**src/rtl/ps2_key_event_fifo.sv**
```systemverilog
// ---------------------------------------------------------------------------
// ps2_key_event_fifo
//
// Purpose:
//   This block decodes a raw PS/2 scan-code byte stream into key make and
//   break events. It handles the E0 extended prefix and the F0 break prefix.
//   It tracks which keys are held in a 512-bit bitmap, and can filter out
//   typematic repeats. Decoded events are buffered in a show-ahead FIFO, so
//   a busy consumer does not lose keypresses.
//
// Parameters:
//   DEPTH          FIFO depth in events (power of two, >= 2)
//   FILTER_REPEAT  1 = drop makes for keys already held, 0 = pass every make
//   TIMEOUT_CYCLES idle cycles after a prefix before it is abandoned (0 = off)
//
// Ports:
//   clock          system clock, posedge
//   resetn         synchronous active-low reset
//   ps2_byte       received PS/2 byte
//   ps2_byte_valid one-cycle strobe qualifying ps2_byte
//   ev_pop         consumer removes the head event (ignored when empty)
//   ovf_clear      clears the sticky overflow flag
//   ev_valid       FIFO non-empty
//   ev_data        head event {released, extended, code}, 0 when empty
//   ev_count       number of stored events
//   overflow       sticky: an event was dropped because the FIFO was full
//   any_key_down   at least one key held (registered from the bitmap)
// ---------------------------------------------------------------------------
module ps2_key_event_fifo #(
  parameter int DEPTH          = 8,
  parameter int FILTER_REPEAT  = 1,
  parameter int TIMEOUT_CYCLES = 50000
) (
  input  logic                     clock,
  input  logic                     resetn,
  input  logic [7:0]               ps2_byte,
  input  logic                     ps2_byte_valid,
  input  logic                     ev_pop,
  input  logic                     ovf_clear,
  output logic                     ev_valid,
  output logic [9:0]               ev_data,
  output logic [$clog2(DEPTH):0]   ev_count,
  output logic                     overflow,
  output logic                     any_key_down
);

  localparam int AW = $clog2(DEPTH);
  localparam int CW = AW + 1;
  localparam int TW = (TIMEOUT_CYCLES > 1) ? $clog2(TIMEOUT_CYCLES) : 1;
  localparam bit TMO_EN = (TIMEOUT_CYCLES > 0);
  localparam bit FILT   = (FILTER_REPEAT != 0);
  localparam logic [TW-1:0] TMO_LAST = TMO_EN ? TW'(TIMEOUT_CYCLES - 1) : '0;
  localparam logic [CW-1:0] FULL_CNT = CW'(DEPTH);

  typedef enum logic [1:0] {
    S_IDLE    = 2'd0,
    S_EXT     = 2'd1,
    S_BRK     = 2'd2,
    S_EXT_BRK = 2'd3
  } state_t;

  state_t          state_q, state_d;
  logic [TW-1:0]   tmo_q, tmo_d;
  logic [511:0]    held_q;
  logic            any_q;
  logic            ovf_q;
  logic [AW-1:0]   rd_q, wr_q;
  logic [CW-1:0]   cnt_q, cnt_d;
  logic [9:0]      mem_q [DEPTH];

  logic            emit;
  logic            ev_rel;
  logic            ev_ext;
  logic [8:0]      key_idx;
  logic            accept;
  logic            full;
  logic            pop_ok;
  logic            push_ok;
  logic            ovf_set;

  // Decoder: next state and event extraction for the current byte
  always_comb begin
    state_d = state_q;
    emit    = 1'b0;
    ev_rel  = 1'b0;
    ev_ext  = 1'b0;
    if (ps2_byte_valid) begin
      unique case (state_q)
        S_IDLE: begin
          unique case (ps2_byte)
            8'hE0: state_d = S_EXT;
            8'hF0: state_d = S_BRK;
            // E1 (pause prefix) and controller responses are not key events
            8'hE1, 8'hAA, 8'hFA, 8'hFE, 8'hEE, 8'h00, 8'hFF: state_d = S_IDLE;
            default: emit = 1'b1;
          endcase
        end
        S_EXT: begin
          if (ps2_byte == 8'hF0) begin
            state_d = S_EXT_BRK;
          end else if (ps2_byte == 8'hE0) begin
            state_d = S_EXT;
          end else begin
            emit    = 1'b1;
            ev_ext  = 1'b1;
            state_d = S_IDLE;
          end
        end
        S_BRK: begin
          // A second prefix after F0 is a protocol error: abandon silently
          state_d = S_IDLE;
          if (ps2_byte != 8'hE0 && ps2_byte != 8'hF0) begin
            emit   = 1'b1;
            ev_rel = 1'b1;
          end
        end
        S_EXT_BRK: begin
          state_d = S_IDLE;
          if (ps2_byte != 8'hE0 && ps2_byte != 8'hF0) begin
            emit   = 1'b1;
            ev_rel = 1'b1;
            ev_ext = 1'b1;
          end
        end
        default: state_d = S_IDLE;
      endcase
    end else if (TMO_EN && state_q != S_IDLE && tmo_q == TMO_LAST) begin
      state_d = S_IDLE;
    end
  end

  // The timeout counter only runs while a prefix is pending and no byte arrives
  always_comb begin
    tmo_d = '0;
    if (TMO_EN && !ps2_byte_valid && state_q != S_IDLE && state_d != S_IDLE) begin
      tmo_d = tmo_q + 1'b1;
    end
  end

  // Repeat filter, FIFO handshake and overflow detection
  always_comb begin
    key_idx = {ev_ext, ps2_byte};
    accept  = emit && !(FILT && !ev_rel && held_q[key_idx]);
    full    = (cnt_q == FULL_CNT);
    pop_ok  = ev_pop && (cnt_q != '0);
    // A simultaneous pop frees the slot, so a full FIFO still takes the push
    push_ok = accept && (!full || pop_ok);
    ovf_set = accept && full && !pop_ok;
    cnt_d   = cnt_q;
    unique case ({push_ok, pop_ok})
      2'b10:   cnt_d = cnt_q + 1'b1;
      2'b01:   cnt_d = cnt_q - 1'b1;
      default: cnt_d = cnt_q;
    endcase
  end

  // Control state
  always_ff @(posedge clock) begin
    if (!resetn) begin
      state_q <= S_IDLE;
      tmo_q   <= '0;
      held_q  <= '0;
      any_q   <= 1'b0;
      ovf_q   <= 1'b0;
      rd_q    <= '0;
      wr_q    <= '0;
      cnt_q   <= '0;
    end else begin
      state_q <= state_d;
      tmo_q   <= tmo_d;
      // The bitmap follows accepted events even if the FIFO drops them
      if (accept) begin
        held_q[key_idx] <= !ev_rel;
      end
      any_q <= |held_q;
      if (ovf_set) begin
        ovf_q <= 1'b1;
      end else if (ovf_clear) begin
        ovf_q <= 1'b0;
      end
      if (push_ok) begin
        wr_q <= wr_q + 1'b1;
      end
      if (pop_ok) begin
        rd_q <= rd_q + 1'b1;
      end
      cnt_q <= cnt_d;
    end
  end

  // Event storage: no reset needed, the outputs are gated by the count
  always_ff @(posedge clock) begin
    if (push_ok) begin
      mem_q[wr_q] <= {ev_rel, ev_ext, ps2_byte};
    end
  end

  assign ev_valid     = (cnt_q != '0);
  assign ev_data      = ev_valid ? mem_q[rd_q] : 10'd0;
  assign ev_count     = cnt_q;
  assign overflow     = ovf_q;
  assign any_key_down = any_q;

endmodule

```
**config.mk**
```make
export PLATFORM = sky130hd
export DESIGN_NAME = ps2_key_event_fifo
export DESIGN_NICKNAME = d
export VERILOG_FILES = /design/src/rtl/ps2_key_event_fifo.sv
export SDC_FILE = /design/constraint.sdc
export NUM_CORES = 1
export LEC_CHECK = 0
export ABC_AREA = 1
export CAP_MARGIN = 40
export CORE_ASPECT_RATIO = 1.5
export CORE_MARGIN = 3
export CORE_UTILIZATION = 45
export CTS_CLUSTER_SIZE = 10
export DETAILED_ROUTE_END_ITERATION = 12
export SKIP_CTS_REPAIR_TIMING = 1
export SKIP_LAST_GASP = 1
export SYNTH_ARGS = -nofsm -noshare
export SYNTH_HDL_FRONTEND = slang
export SYNTH_SLANG_ARGS = --single-unit
```
**constraint.sdc**
```tcl
create_clock -name clock -period 9 [get_ports clock]
set_input_delay 1.8 -clock clock [delete_from_list [all_inputs] [get_ports clock]]
set_output_delay 1.8 -clock clock [all_outputs]
set_load 0.01 [all_outputs]
```
## Word-level counts from Yosys, hierarchy flattened

Memories as Yosys holds them, arrays and structs flattened. A register that Yosys moved wholly into a read port is not among the register bits.
Cells that the tools add are included.

- Muxes and demuxes: 29
- Equal/unequal tests: 17
- Add/subtract/negate cells: 5
- $lt $le $gt $ge: 2
- Reductions and logical operators: 29

Operator list:

| cell | number |
|---|---|
| 512-bit bitwise mux | 1 |
| 512-bit OR reduction | 1 |
| 8-bit equality test (second input constant) | 8 |
| 16-bit by 1-bit adder with 16-bit output (second input constant) | 1 |
| 16-bit equality test (second input constant) | 1 |
| 8-bit inequality test (second input constant) | 2 |
| 1-bit two-way mux | 15 |
| 2-bit one-hot mux with 3 select lines | 2 |
| 1-bit logical AND | 11 |
| 9-bit by 10-bit less-than comparator with 1-bit output (second input constant) | 1 |
| 10-bit two-way mux | 1 |
| 1-bit binary-select mux with 9-bit select | 1 |
| 1-bit demux with 9-bit select | 1 |
| 9-bit by 1-bit >= comparator with 1-bit output (second input constant) | 1 |
| 9-bit OR reduction | 1 |
| 8-bit zero test | 1 |
| 4-bit one-hot mux with 2 select lines | 1 |
| 2-bit nonzero test | 4 |
| 7-bit OR reduction | 1 |
| 3-bit by 1-bit adder with 3-bit output (second input constant) | 2 |
| 2-bit equality test (second input constant) | 3 |
| 2-bit two-way mux | 3 |
| 3-bit two-way mux | 2 |
| 1-bit zero test | 5 |
| other kinds (11) | 12 |

- Input port bits: 13
- Memory bits (writable): 80
- Logic and storage cells: 91
- Output and inout bits: 17
- Bits in registers: 542
- Memories: 1

Memory list:

| name | words | width | rd ports | clocked after memory_dff | wr ports | line | RTL |
|---|---|---|---|---|---|---|---|
| mem_q | 8 | 10 | 1 | 1 | 1 | 69 | `logic [9:0] mem_q [DEPTH];` |

## Longest topological paths before layout

- Depth in word-level cells: 13
- Gate-level depth with buffers: 33
- Mapped depth without buffers: 28

## Worst setup path after synthesis

No wires, ideal clock.

- Path kind: input-to-reg
- From: in ps2_byte[1]
- To: mem mem_q[1][0] (enable)
- Required time: 8.624 ns
- Data arrival time: 4.471 ns
- Library setup time: 0.376 ns
- Setup slack: 4.153 ns
- Stages on the path: 24
- Buffers on the path: 5
- Path through: buf_2 inv_4 nor2_2 buf_4 buf_2 a21oi_1 nand2_1 nand2_1 nand2_1 nor2_1 nor2_1 nor2_1 nand2_1 a21oi_1 nand2_1 nand3_2 nand2_4 buf_8 buf_8 nor2_2 inv_1 nor2_1 inv_1 nor2_1

- Longest elaborated chain between the ends: 13
- Elaborated cells between the ends (all ways): 32
- Classes of those cells: eq/ne (10); mux (14); reduce/logical (8)

RTL lines:

| element | line | RTL |
|---|---|---|
| start: declaration | 36 | `input logic [7:0] ps2_byte,` |
| 8-bit equality test or 8-bit inequality test (tied branches) | -- |  |
| 1-bit two-way mux or 1-bit logical AND (tied branches) | 101, 112, 119 |  |
| 1-bit two-way mux (on tied branches) | 99, 112, 119 |  |
| 1-bit one-hot mux with 2 select lines | 88 | `unique case (state_q)` |
| 1-bit two-way mux | 87 | `if (ps2_byte_valid) begin` |
| 1-bit binary-select mux with 9-bit select | 143 | `accept = emit && !(FILT && !ev_rel && held_q[key_idx]);` |
| 1-bit two-way mux (not written as such) | 143 |  |
| 1-bit logical AND | 143 |  |
| 1-bit zero test | 143 |  |
| 1-bit logical AND (*) | 143 |  |
| 1-bit logical AND (*) | 147 | `push_ok = accept && (!full \|\| pop_ok);` |
| 1-bit two-way mux (*) | 193 | `if (push_ok) begin` |
| 1-bit two-way mux (not written as such) (*) | 194 | `mem_q[wr_q] <= {ev_rel, ev_ext, ps2_byte};` |
| end: declaration | 69 |  |

Every way passes the cells marked *; elsewhere a longest branch is shown, timed or not. The select of a mux whose other input is x is not followed.

## Final worst setup path

- From: in ps2_byte[5]
- To: reg held_q[429]

- Elaborated cells between the ends (all ways): 35
- Classes of those cells: order compare (2); eq/ne (10); mux (15); reduce/logical (8)

RTL lines:

| element | line | RTL |
|---|---|---|
| 8-bit inequality test | 112, 119 |  |
| 1-bit logical AND (*) | 112, 119 |  |
| 1-bit two-way mux (*) | 112, 119 |  |
| 1-bit two-way mux (*) | -- |  |
| 1-bit two-way mux (*) | 87 |  |
| named net ev_rel | 72 | `logic ev_rel;` |
| 1-bit zero test (*) | 143, 173 |  |
| 1-bit logical AND | 143 |  |
| 1-bit zero test | 143 |  |
| 1-bit logical AND | 143 |  |
| end signal: indexed assignment | 173 | `held_q[key_idx] <= !ev_rel;` |
| end: declaration | 64 | `logic [511:0] held_q;` |

The timed path passes the listed nets; every way through them passes the cells marked *. The select of a mux whose other input is x is not followed.
A chain may end at the register's enable or synchronous reset.

==> results.md <==
- Least-Margin Pin Slew: 1154 ps
- Die height: around 330 um
- Worst hold path class: flop to flop
- P_sw: between 0.0015 and 0.002 W
- Util after Layout: 0.4941
- Overall Global Routing Usage: 0.2912
- GP Congestion: 0.9360
- Row cnt: 119
- P_leak: roughly 13 nW
- Top FF cell, synth: dfxtp_1
- Met1 Track Usage GR: 0.3595
- DR iter-0 viols: 2659
- Synth-to-Final Area Change: 8.092%
- Crit path capture type: flop
- Via count: 31900
- H-tree depth: 3
- Commonest non-fill, non-tap cells in the layout: nand2_1 (1070), nor2_1 (914), o21ai_0 (589)
- Syn avg cell area: ~6.5 sq um
- Normalized max-slew margin: 0.2307
- Pre-antenna DRT Iters: 9
- Post-synthesis async set-or-reset flop share: 0
- Dpl hpwl: 68.15 mm
- Initial antenna violation count: 1
- Vias per cell: 5.616
- Flop pwr share: 0.471
- Core Region: 70720 sq um
- Port bufs: 29
- Max Cap Viol: 0
- Ys Warns: 0
- Status: complete, no violations
- Combinational share of power: 0.091
- Kind of critical path: input port to flop
- Io pins: 30
- Final count of negative-setup-slack endpoints: 0
- Crit path required time: ~9500 ps
- Starting Density: 0.4571
- Synthesized instance count: 4952
- Pwr Density: 174.4 nW/um^2
- CTS Root Cell: clkbuf_16
- Fillers: between 7000 and 8000
- Die ar.: 75170 sq um
- Max VDD drop: 0.1216 mV
- Period utilization: 0.7879
- N_diodes: 0
- Detail Route Antenna Nets: 0
- Synthesized area: 32330 sq um
- Max-slew violations: 0
- Largest net degree at the start of global routing: 222
- Final-stage net count: 4771
- Routed len/inst: between 15 and 20 um
- GR Util met3: 0.03407
- Internal: 0.004501 W
- Final hold violations: 0
- Final WL: around 110 mm
- Most common cell after layout, fill and taps aside: nand2_1
- Sw frac: 0.2615
- Power, Total: around 0.006 W
- Post-synth EDFFs: 80
- Worst-path clk slew: 50 ps
- Worst Skew: 19.01 ps
- Syn_nets: around 5000
- Seq/Total Area, Yosys: 0.4118
- Startpoint types: input port
- First-pass GRT wire length: between 150 and 200 mm
- Layout cells sized above 1: 0.04798
- Most used routing layer: met2
- Fmax: 141.0 MHz
- CP max FO: 106
- Synth cell types: 42
- Seq cells post-synth: 625
- RSZ-0062 raised after global routing: false
- Worst-Skew Late Latency: 640 ps
- Total grt overflow: 0
- Grt met2 use: 0.5027
- # clock sinks: 625
- Final setup TNS: 0 ps
- Chip width: 224.9 um
- CTS tree: built
- CTS max path bufs: 3
- Clk pwr share: 0.438
- # DRC: 0
- Crit path DAT: 7610 ps
- Vias in the first global route: 29700
- TritonCTS Buffers: 72
- Min Clock Period, post-route: between 7000 and 8000 ps
critical path: stages:
cell and delay [ps]:
clkdlybuf4s50_1 760, inv_1 110, nor2_1 460, inv_1 560
nor2_1 420, inv_1 120, nor2_1 180, nand3b_1 160
nor2_1 50, buf_4 190, inv_8 450, nand3_2 170
nand2_4 480, nor2_4 180, inv_2 640, buf_4 480
nor2_1 70, o21ai_0 170, nor2_1 60
final timing paths:
kind / start / end / slack, ps / cells after the start
min reg2reg: held_q[496] / held_q[496] / 450 / 2
min: held_q[496] / held_q[496] / 450 / 2
max: ps2_byte[5] / held_q[429] / 1910 / 19
max reg2reg: held_q[279] / held_q[219] / 4920 / 22
cell usage after synthesis, drive strengths merged, types with 2 or more instances:
cell type	n	area share
o21bai	2	0.00046
a31oi	11	0.0021
nand2	1073	0.12
a21oi	161	0.025
nor2	934	0.11
o211a	2	0.00062
a211oi	5	0.0012
ha	4	0.0015
dfxtp	545	0.34
edfxtp	80	0.074
inv	366	0.043
clkinv	9	0.0010
nand4	55	0.011
nor3	416	0.067
nor3b	4	0.00093
xor2	3	0.00081
nor4	132	0.026
nand3	55	0.0087
o22ai	17	0.0033
buf	113	0.019
o21ai	699	0.11
clkbuf	260	0.030
routing by layer:
| layer | share of wire | wire, um |
|---|---|---|
| met1 | 0.41 | 45380 |
| met2 | 0.48 | 53950 |
| met3 | 0.058 | 6459 |
| met4 | 0.052 | 5822 |
| met5 | 0 | 0 |
metrics by stage:
stage	setup slack [ps]	cells	hold slack, ps	cell area, sq um
final	1909	5680	453.6	34950
after global routing	1517	5680	477.1	34950
after CTS	2110	5680	457.0	34950
after detailed placement	1457	5587	448.2	32980
after global placement	1483	5570	444.9	32660
after floorplan	4153	4952	420.3	32330
logic make-up (layout without fill, tap and decap cells):
| logic type | count (synthesis) | count (layout) | share of synthesized area |
|---|---|---|---|
| XOR/XNOR | 4 | 4 | 0.001084 |
| buffers and inverters | 748 | 569 | 0.09311 |
| adder cells (fa/ha/maj) | 4 | 4 | 0.001548 |
| AO/OA/AOI/OAI | 901 | 901 | 0.1418 |
| AND/OR/NAND/NOR | 2670 | 2670 | 0.3507 |
| flip-flops | 625 | 625 | 0.4118 |
area by class of cell:
| cell class | count | area, sq um | share of cell area |
|---|---|---|---|
| clock buffers | 90 | 1943 | 0.05560 |
| clock inverters | 3 | 26.28 | 0.0007519 |
| inverters | 375 | 1419 | 0.04060 |
| multi-input cells | 3579 | 16040 | 0.4590 |
| flip-flops and latches | 625 | 13310 | 0.3809 |
| well taps | 907 | 1135 | 0.03247 |
| repair buffers | 101 | 1070 | 0.03061 |
state kept, by name (all words and copies together) (netlist names), named ones only:
register,count
state_q,2
mem_q,80
wr_q,3
any_key_down,1
tmo_q,16
rd_q,3
ev_count,4
held_q,512
overflow,1
power groups by stage:
stage | Combinational (W) | Clock [W] | Sequential [W]
2_1_floorplan | 0.000314 | 0 | 0.00292
3_3_place_gp | 0.000541 | 0 | 0.00293
3_5_place_dp | 0.000557 | 0 | 0.00293
4_1_cts | 0.000558 | 0.00270 | 0.00287
5_1_grt | 0.000597 | 0.00281 | 0.00287
6_report | 0.000557 | 0.00267 | 0.00287
Note: power is estimated with default switching activity, not from simulation.
